--- config.mk ---
export PLATFORM = sky130hd
export DESIGN_NAME = stream_mux_arb
export DESIGN_NICKNAME = d
export VERILOG_FILES = /design/src/rtl/stream_mux_arb.sv
export SDC_FILE = /design/constraint.sdc
export NUM_CORES = 1
export LEC_CHECK = 0
export ABC_AREA = 1
export ABC_CLOCK_PERIOD_IN_PS = 11300
export CAP_MARGIN = 0
export CORE_MARGIN = 2
export CORE_UTILIZATION = 28
export CTS_CLUSTER_SIZE = 40
export DETAILED_ROUTE_END_ITERATION = 8
export GPL_TIMING_DRIVEN = 0
export PLACE_DENSITY_LB_ADDON = 0.3
export SLEW_MARGIN = 25
export SYNTH_ARGS = -nofsm -noshare
export SYNTH_HDL_FRONTEND = slang
export SYNTH_SLANG_ARGS = --single-unit
--- constraint.sdc ---
create_clock -name clk -period 11.3 [get_ports clk]
set_input_delay 3.39 -clock clk [delete_from_list [all_inputs] [get_ports clk]]
set_output_delay 3.39 -clock clk [all_outputs]
set_load 0.01 [all_outputs]
--- src/rtl/stream_mux_arb.sv ---
// N_IN:1 valid/ready stream multiplexer with fixed-priority or round-robin arbitration and a registered output stage.
// Optional packet lock enabled by defining STREAM_MUX_ARB_LOCK_EN (adds in_last/out_last).
module stream_mux_arb #(
  parameter int  WIDTH = 32,
  parameter int  N_IN  = 4,
  parameter int  MODE  = 1,
  localparam int SEL_W = (N_IN > 1) ? $clog2(N_IN) : 1
) (
  input  logic                    clk,
  input  logic                    rst_n,
  input  logic [N_IN-1:0]         in_valid,
  input  logic [N_IN*WIDTH-1:0]   in_data,
  output logic [N_IN-1:0]         in_ready,
`ifdef STREAM_MUX_ARB_LOCK_EN
  input  logic [N_IN-1:0]         in_last,
  output logic                    out_last,
`endif
  output logic                    out_valid,
  output logic [WIDTH-1:0]        out_data,
  output logic [SEL_W-1:0]        out_sel,
  input  logic                    out_ready
);

  logic             out_valid_r;
  logic [WIDTH-1:0] out_data_r;
  logic [SEL_W-1:0] out_sel_r;
  logic [SEL_W-1:0] ptr_r;

  logic             load_s;
  logic             xfer_s;
  logic [N_IN-1:0]  grant_s;
  logic [SEL_W-1:0] win_idx_s;
  logic [WIDTH-1:0] win_data_s;
  logic             last_s;
  logic             lock_hold_s;
  logic [SEL_W-1:0] lock_ch_s;

`ifdef STREAM_MUX_ARB_LOCK_EN
  logic             locked_r;
  logic [SEL_W-1:0] lock_ch_r;
  logic             out_last_r;

  assign lock_hold_s = locked_r;
  assign lock_ch_s   = lock_ch_r;
  assign last_s      = |(grant_s & in_last);
  assign out_last    = out_last_r;
`else
  // Without packet lock every beat counts as the last one of its packet.
  assign lock_hold_s = 1'b0;
  assign lock_ch_s   = {SEL_W{1'b0}};
  assign last_s      = 1'b1;
`endif

  // Output stage can take a new beat when empty or being drained; nothing is offered while in reset.
  always_comb begin
    load_s = rst_n & (~out_valid_r | out_ready);
  end

  // One-hot grant: locked channel, or first valid channel searching from the pointer (MODE 1) or from 0 (MODE 0).
  always_comb begin
    logic [SEL_W-1:0] idx_v;
    logic             found_v;
    logic             take_v;
    grant_s   = {N_IN{1'b0}};
    win_idx_s = {SEL_W{1'b0}};
    idx_v     = {SEL_W{1'b0}};
    found_v   = 1'b0;
    take_v    = 1'b0;
    if (lock_hold_s) begin
      grant_s[lock_ch_s] = in_valid[lock_ch_s];
      win_idx_s          = lock_ch_s;
    end else begin
      for (int k = 0; k < N_IN; k++) begin
        idx_v          = (MODE == 1) ? SEL_W'((int'(ptr_r) + k) % N_IN) : SEL_W'(k);
        take_v         = ~found_v & in_valid[idx_v];
        grant_s[idx_v] = grant_s[idx_v] | take_v;
        win_idx_s      = take_v ? idx_v : win_idx_s;
        found_v        = found_v | take_v;
      end
    end
  end

  // AND-OR payload mux driven by the one-hot grant.
  always_comb begin
    win_data_s = {WIDTH{1'b0}};
    for (int i = 0; i < N_IN; i++) begin
      win_data_s = win_data_s | ({WIDTH{grant_s[i]}} & in_data[i*WIDTH +: WIDTH]);
    end
  end

  assign xfer_s   = load_s & (|grant_s);
  assign in_ready = grant_s & {N_IN{load_s}};

  // Output register: capture on transfer, drop valid when loading with nothing offered, hold under backpressure.
  always_ff @(posedge clk or negedge rst_n) begin
    if (!rst_n) begin
      out_valid_r <= 1'b0;
      out_data_r  <= {WIDTH{1'b0}};
      out_sel_r   <= {SEL_W{1'b0}};
    end else if (xfer_s) begin
      out_valid_r <= 1'b1;
      out_data_r  <= win_data_s;
      out_sel_r   <= win_idx_s;
    end else if (load_s) begin
      out_valid_r <= 1'b0;
    end
  end

  // Round-robin pointer moves past the winner, only on the closing beat of a packet.
  always_ff @(posedge clk or negedge rst_n) begin
    if (!rst_n) begin
      ptr_r <= {SEL_W{1'b0}};
    end else if ((MODE == 1) && xfer_s && last_s) begin
      ptr_r <= (win_idx_s == SEL_W'(N_IN - 1)) ? {SEL_W{1'b0}} : (win_idx_s + SEL_W'(1));
    end
  end

`ifdef STREAM_MUX_ARB_LOCK_EN
  // Lock holds the grant on a channel from its first non-last beat until its last beat.
  always_ff @(posedge clk or negedge rst_n) begin
    if (!rst_n) begin
      locked_r   <= 1'b0;
      lock_ch_r  <= {SEL_W{1'b0}};
      out_last_r <= 1'b0;
    end else if (xfer_s) begin
      locked_r   <= ~last_s;
      lock_ch_r  <= win_idx_s;
      out_last_r <= last_s;
    end
  end
`endif

  assign out_valid = out_valid_r;
  assign out_data  = out_data_r;
  assign out_sel   = out_sel_r;

endmodule
==> results.ini, run 1 <==
[run_status]
status=completed

[power_and_ir_drop]
power.internal_mw=0.769
power_density_nw_per_um2=340
pwr-share-comb_pct=79.9
power_leakage_nw=2.24
peakVddDrop_mv=0.142
power_switching_mw=0.937
finalPower_mw=1.71
p_seq_share_pct=14.7
pwr-share-clk_pct=5.4
p_sw_share_pct=54.9

[logic_synthesis]
synth.ff_latch_count=37
synth_adder_area_share_pct=1.66
netlist_area_um2=3020
yosysWarnings=0
synth_xor_area_share_pct=0.290
synthCells=456
synth_nets=595
muxShareOfSynthArea_pct=0
postSynthAreaPerCell_um2=6.61
synthTopCellsByArea=dfrtp_1 31%, nand3_1 26%, nand2_1 16%
synthDistinctLibCells=22
synth-compound-area-share_pct=2.37
synth_top_family_by_area=simple AND/OR/NAND/NOR gates
yosys.area.top_type=dfrtp_1
ys_seq_area_share_pct=30.7
synth_simple_gate_area_share_pct=56.5
synth_top_area_share_pct=30.7

[place]
dpl-instance-area_um2=4930
hpwlAfterDp_um=9460
dp_slack_ns=1.71
gp_congestion=0.779
portBuffers=173

[timing]
drv_slew=0
rsz0062_at_grt=false
worst_pin_slew_ns=0.675
post-route-period-util_pct=85.1
skew_ns=0.00574
tns_ns=0
setup_slack_ns=1.68
min_period_ns=9.62
finalHoldViolations=0
relSlewSlack_pct=54.9
finalSetupViolCount=0
max_freq_mhz=104

[critical_path]
worstPathArrival_ns=6.23
startpoint_type=input pin
r2r_setup_slack_ns=7.85
critPathKind=input pin to output pin
critPathMaxStageDelay_ns=0.57
reg2reg_from=ptr_r[1]
cpMaxStageDelayCell=clkdlybuf4s50_1
ff2ff_path_depth=23
crit_chain=clkdlybuf4s50_1, inv_2, nand2_1, nand3_2, nand2_2, inv_2, o21ai_0, nand3_1, nand3_1, nand2_1, nand3_1, nand3_1, nand3_2, nand2_4, nand3_2, nand2_1, nor2_1, clkdlybuf4s50_1
worst-path-max-fanout=7
crit_required_ns=7.91
worstReg2RegEnd=out_data[26]
end_kind=output pin
path_common_cell=nand3_1

[floorplanning]
initial_core_util_pct=29.1
die_x_um=108
dieArea_um2=11600
die_y_um=108
fp-row-count=37
coreArea_um2=10400
io_pins=174

[clock_network]
hold_buffers=0
cts.sinks=37
cts_made_buffers=5
clock_latency_ns=0.28
clockRootBuffer=clkbuf_8
htreeDepth=2
cts_tree=built
postCtsResizedCells=0
clockBufferDepth=2
path_clk_slew_ns=0.07
cts_setup_buffers=0

[detailed_routing]
avgViaCountPerCell=5.22
drt_iter0_markers=237
ant_nets=0
finalWirelength_um=12500
drc=0
wire_per_inst_um=16.1
drt_first_pass_iters=5
via_count=4039

[grt]
grt_pass1_vias=4020
grt_antenna_before_repair=0
grt_max_degree=25
track_usage_pct=20.9
grt_pass1_wl_um=19200
grt-ovfl-total=0

[finish]
syn_to_final_growth_pct=66.4
final_cell_mix=172 x clkdlybuf4s50_1, 158 x nand3_1, 129 x nand2_1
final_nets=776
final_common_cell=clkdlybuf4s50_1
drive_above_1_share_pct=7.68
final_util_pct=48.4
antenna_cells=0
final_cell_area_um2=5020
num-fill-cells=1056

[hold_path]
holdCritPathClass=flop to flop
hp-start=out_data[8]
min_to=out_data[8]
hold_depth=2

[flow_run]
maxCapViolCount=0

-- state kept, by name, summed over array words and instances, names as in the netlist, named ones only --
| name | cells |
|---|---|
| out_data | 32 |
| out_sel | 2 |
| out_valid | 1 |
| ptr_r | 1 |
-- cell usage after synthesis --
master     number
nand3_1       158
nand2_1       129
dfrtp_1        37
nand4_1        33
clkbuf_1       24
nand2_2        13
inv_1          11
nand3_2         8
o21ai_0         7
nor2_1          6
inv_2           5
ha_1            4
o21ai_1         4
buf_2           3
buf_6           3
buf_8           3
nand2_4         3
a21boi_1        1
inv_8           1
nor3_1          1
o2111ai_1       1
xnor2_1         1
-- area by class of cell --
type	count	area, um^2	share of cell area (%)
buffer	33	184	3.66
inverter	17	71.3	1.42
clock inverter	3	17.5	0.349
multi-input combinational	369	1830	36.5
sequential	37	926	18.4
tap	136	170	3.39
timing repair buffer	174	1750	34.8
clock buffer	5	68.8	1.37
-- stage by stage --
step,hold slack [ns],instances
global route,0.511,774
finish,0.480,774
CTS,0.484,774
global placement,0.462,765
detailed placement,0.464,766
floorplan,0.512,456
-- worst max-delay path, delay by kind of cell --
| kind | cells | cell delay (ns) |
|---|---|---|
| buf+inv | 4 | 1.17 |
| compound gates | 1 | 0.24 |
| simple gates | 13 | 1.42 |
-- routing by layer --
layer  track usage [%]  routed length, um
met1              26.0               5050
met3              6.11               1110
met4              5.04                119
met2              35.4               6210
met5                 0                  0
-- worst max path at each step --
stage / start / slack [ns] / to
global route: in_valid[2] / 1.43 / in_ready[0]
global placement: rst_n / 1.26 / in_ready[3]
floorplan: in_valid[3] / 3.01 / in_ready[0]
CTS: in_valid[0] / 1.69 / in_ready[3]
detailed placement: in_valid[0] / 1.71 / in_ready[3]
finish: in_valid[3] / 1.68 / in_ready[3]
-- power groups by stage --
stage / Combinational (mW) / Clock (mW) / Sequential, mW
after floorplan: 0.857 / 0 / 0.277
after global placement: 1.33 / 0 / 0.249
after detailed placement: 1.36 / 0 / 0.250
after CTS: 1.37 / 0.0948 / 0.250
after global routing: 1.52 / 0.0991 / 0.259
final: 1.36 / 0.0924 / 0.250
-- cells by family (layout without fill, tap and decap cells) --
family                     after synthesis  after routing
xor gates and xnor gates                 1              1
adders and majority gates                4              4
and+or+nand+nor                        351            351
AOI/OAI and AO/OA                       13             13
buffers and inverters                   50            232
DFF                                     37             37
Power figures use the tool's default switching activity.
==> inputs of run 2 (changes only) <==
- CTS_BUF_LIST: not set -> sky130_fd_sc_hd__clkbuf_4
==> run 2 against run 1 <==
Net effect: via count fell by 0.40%; clock power is 23% lower; worst setup slack worse by 0.022 ns; clock skew about the same; non-clock buffer count did not move; die area stayed put; cell count unchanged; critical endpoint unchanged; highest routed layer unchanged.
==> results.ini, run 2 (synthesis results as in run 1) <==
[run_status]
status=completed

[finish]
num-fill-cells=1059
largest_register_ffs=32
syn_to_final_growth_pct=65.4
drive_above_1_share_pct=7.68
final_common_cell=clkdlybuf4s50_1
final_cell_mix=172 x clkdlybuf4s50_1, 158 x nand3_1, 129 x nand2_1
final_cells=774
multi_input_area_um2=1830
antenna_cells=0
ff_latch_area_um2=926
final_nets=776

[detailed_routing]
ant_nets=0
drt_first_pass_iters=5
via_count=4023
avgViaCountPerCell=5.20
wire_per_inst_um=16.1
drc=0
finalWirelength_um=12400
drt_iter0_markers=262

[critical_path]
end_kind=output pin
critPathMaxStageDelay_ns=0.57
critPathKind=input pin to output pin
worstPathArrival_ns=6.25
crit_chain=clkdlybuf4s50_1, inv_1, nand2_1, o21ai_0, o21ai_1, nand2_2, nand3_1, nand3_1, nand3_1, nand2_1, nand3_1, nand3_1, nand3_2, nand2_4, nand3_2, nand2_1, nor2_1, clkdlybuf4s50_1
ff2ff_path_depth=22
worst-path-max-fanout=6
startpoint_type=input pin
path_common_cell=nand3_1
cpMaxStageDelayCell=clkdlybuf4s50_1
crit_required_ns=7.91

[timing]
skew_ns=0.00606
tns_ns=0
post-route-period-util_pct=85.3
finalHoldViolations=0
finalSetupViolCount=0
max_freq_mhz=104
min_period_ns=9.64
relSlewSlack_pct=54.9
setup_slack_ns=1.66
drv_slew=0
worst_pin_slew_ns=0.675
rsz0062_at_grt=false

[clock_network]
cts_made_buffers=5
clockRootBuffer=clkbuf_4
cts_tree=built
cts.sinks=37
hold_buffers=0
path_clk_slew_ns=0.11
htreeDepth=2
clockBufferDepth=2
clock_latency_ns=0.33
cts_setup_buffers=0
postCtsResizedCells=0

[floorplanning]
io_pins=174
coreArea_um2=10400
die_x_um=108
initial_core_util_pct=29.1
dieArea_um2=11600
die_y_um=108
fp-row-count=37

[place]
portBuffers=173
dp.cells=766
hpwlAfterDp_um=9460
dp_slack_ns=1.71
gp_congestion=0.779

[hold_path]
holdCritPathClass=flop to flop
hold_depth=2

[grt]
grt_pass1_wl_um=19200
grt_pass1_vias=4015
track_usage_pct=20.8
grt_max_degree=25
grt-ovfl-total=0
grt_antenna_before_repair=0

[power_and_ir_drop]
power_leakage_nw=2.22
power_density_nw_per_um2=337
finalPower_mw=1.68
peakVddDrop_mv=0.141

[flow_run]
maxCapViolCount=0

[run 2: cell counts in the layout (fill, tap and decap cells not counted)]
Identical to the previous run, type by type.
[run 2: where the power goes]
| group | switching [mW] | internal [mW] |
|---|---|---|
| sequential | 0.0445 | 0.205 |
| combinational | 0.841 | 0.522 |
| clock | 0.0480 | 0.0235 |
| total | 0.933 | 0.750 |
[run 2: worst paths after layout]
path / from / end / slack, ns
max in group asynchronous: rst_n / out_data[6] / 7.89
setup reg to reg: ptr_r[1] / out_data[26] / 7.85
setup / recovery: in_valid[0] / in_ready[3] / 1.66
hold / removal: out_data[7] / out_data[7] / 0.49
min in group asynchronous: rst_n / out_data[14] / 2.95
hold reg to reg: out_data[7] / out_data[7] / 0.49
[run 2: cell type report]
type,count,area share [%]
flip-flops and latches,37,18.6
plain buffers,33,3.69
clock inverters,3,0.351
multi-input cells,369,36.8
clock buffers,5,0.753
repair buffers,174,35.0
inverters,17,1.43
well taps,136,3.41
[run 2: through the flow]
| stage | utilization [%] | instance area [um^2] | hold WS, ns |
|---|---|---|---|
| 4_1_cts | 48.1 | 4990 | 0.494 |
| 3_5_place_dp | 47.6 | 4930 | 0.464 |
| 3_3_place_gp | 47.4 | 4920 | 0.462 |
| 6_report | 48.1 | 4990 | 0.490 |
| 2_1_floorplan | - | 3020 | 0.512 |
| 5_1_grt | 48.1 | 4990 | 0.522 |
[run 2: critical path: cells and delay by family]
family | cells | cell delay, ns
buffers and inverters | 3 | 1.07
AND/OR/NAND/NOR | 13 | 1.39
AO/OA/AOI/OAI | 2 | 0.40
[run 2: layer usage]
layer	wire, um	vias to the layer above	GRT usage, %
li1	-	1941	-
met1	5060	1904	25.9
met2	6200	170	35.5
met3	1070	8	6.17
met4	92	0	4.67
met5	0	-	0
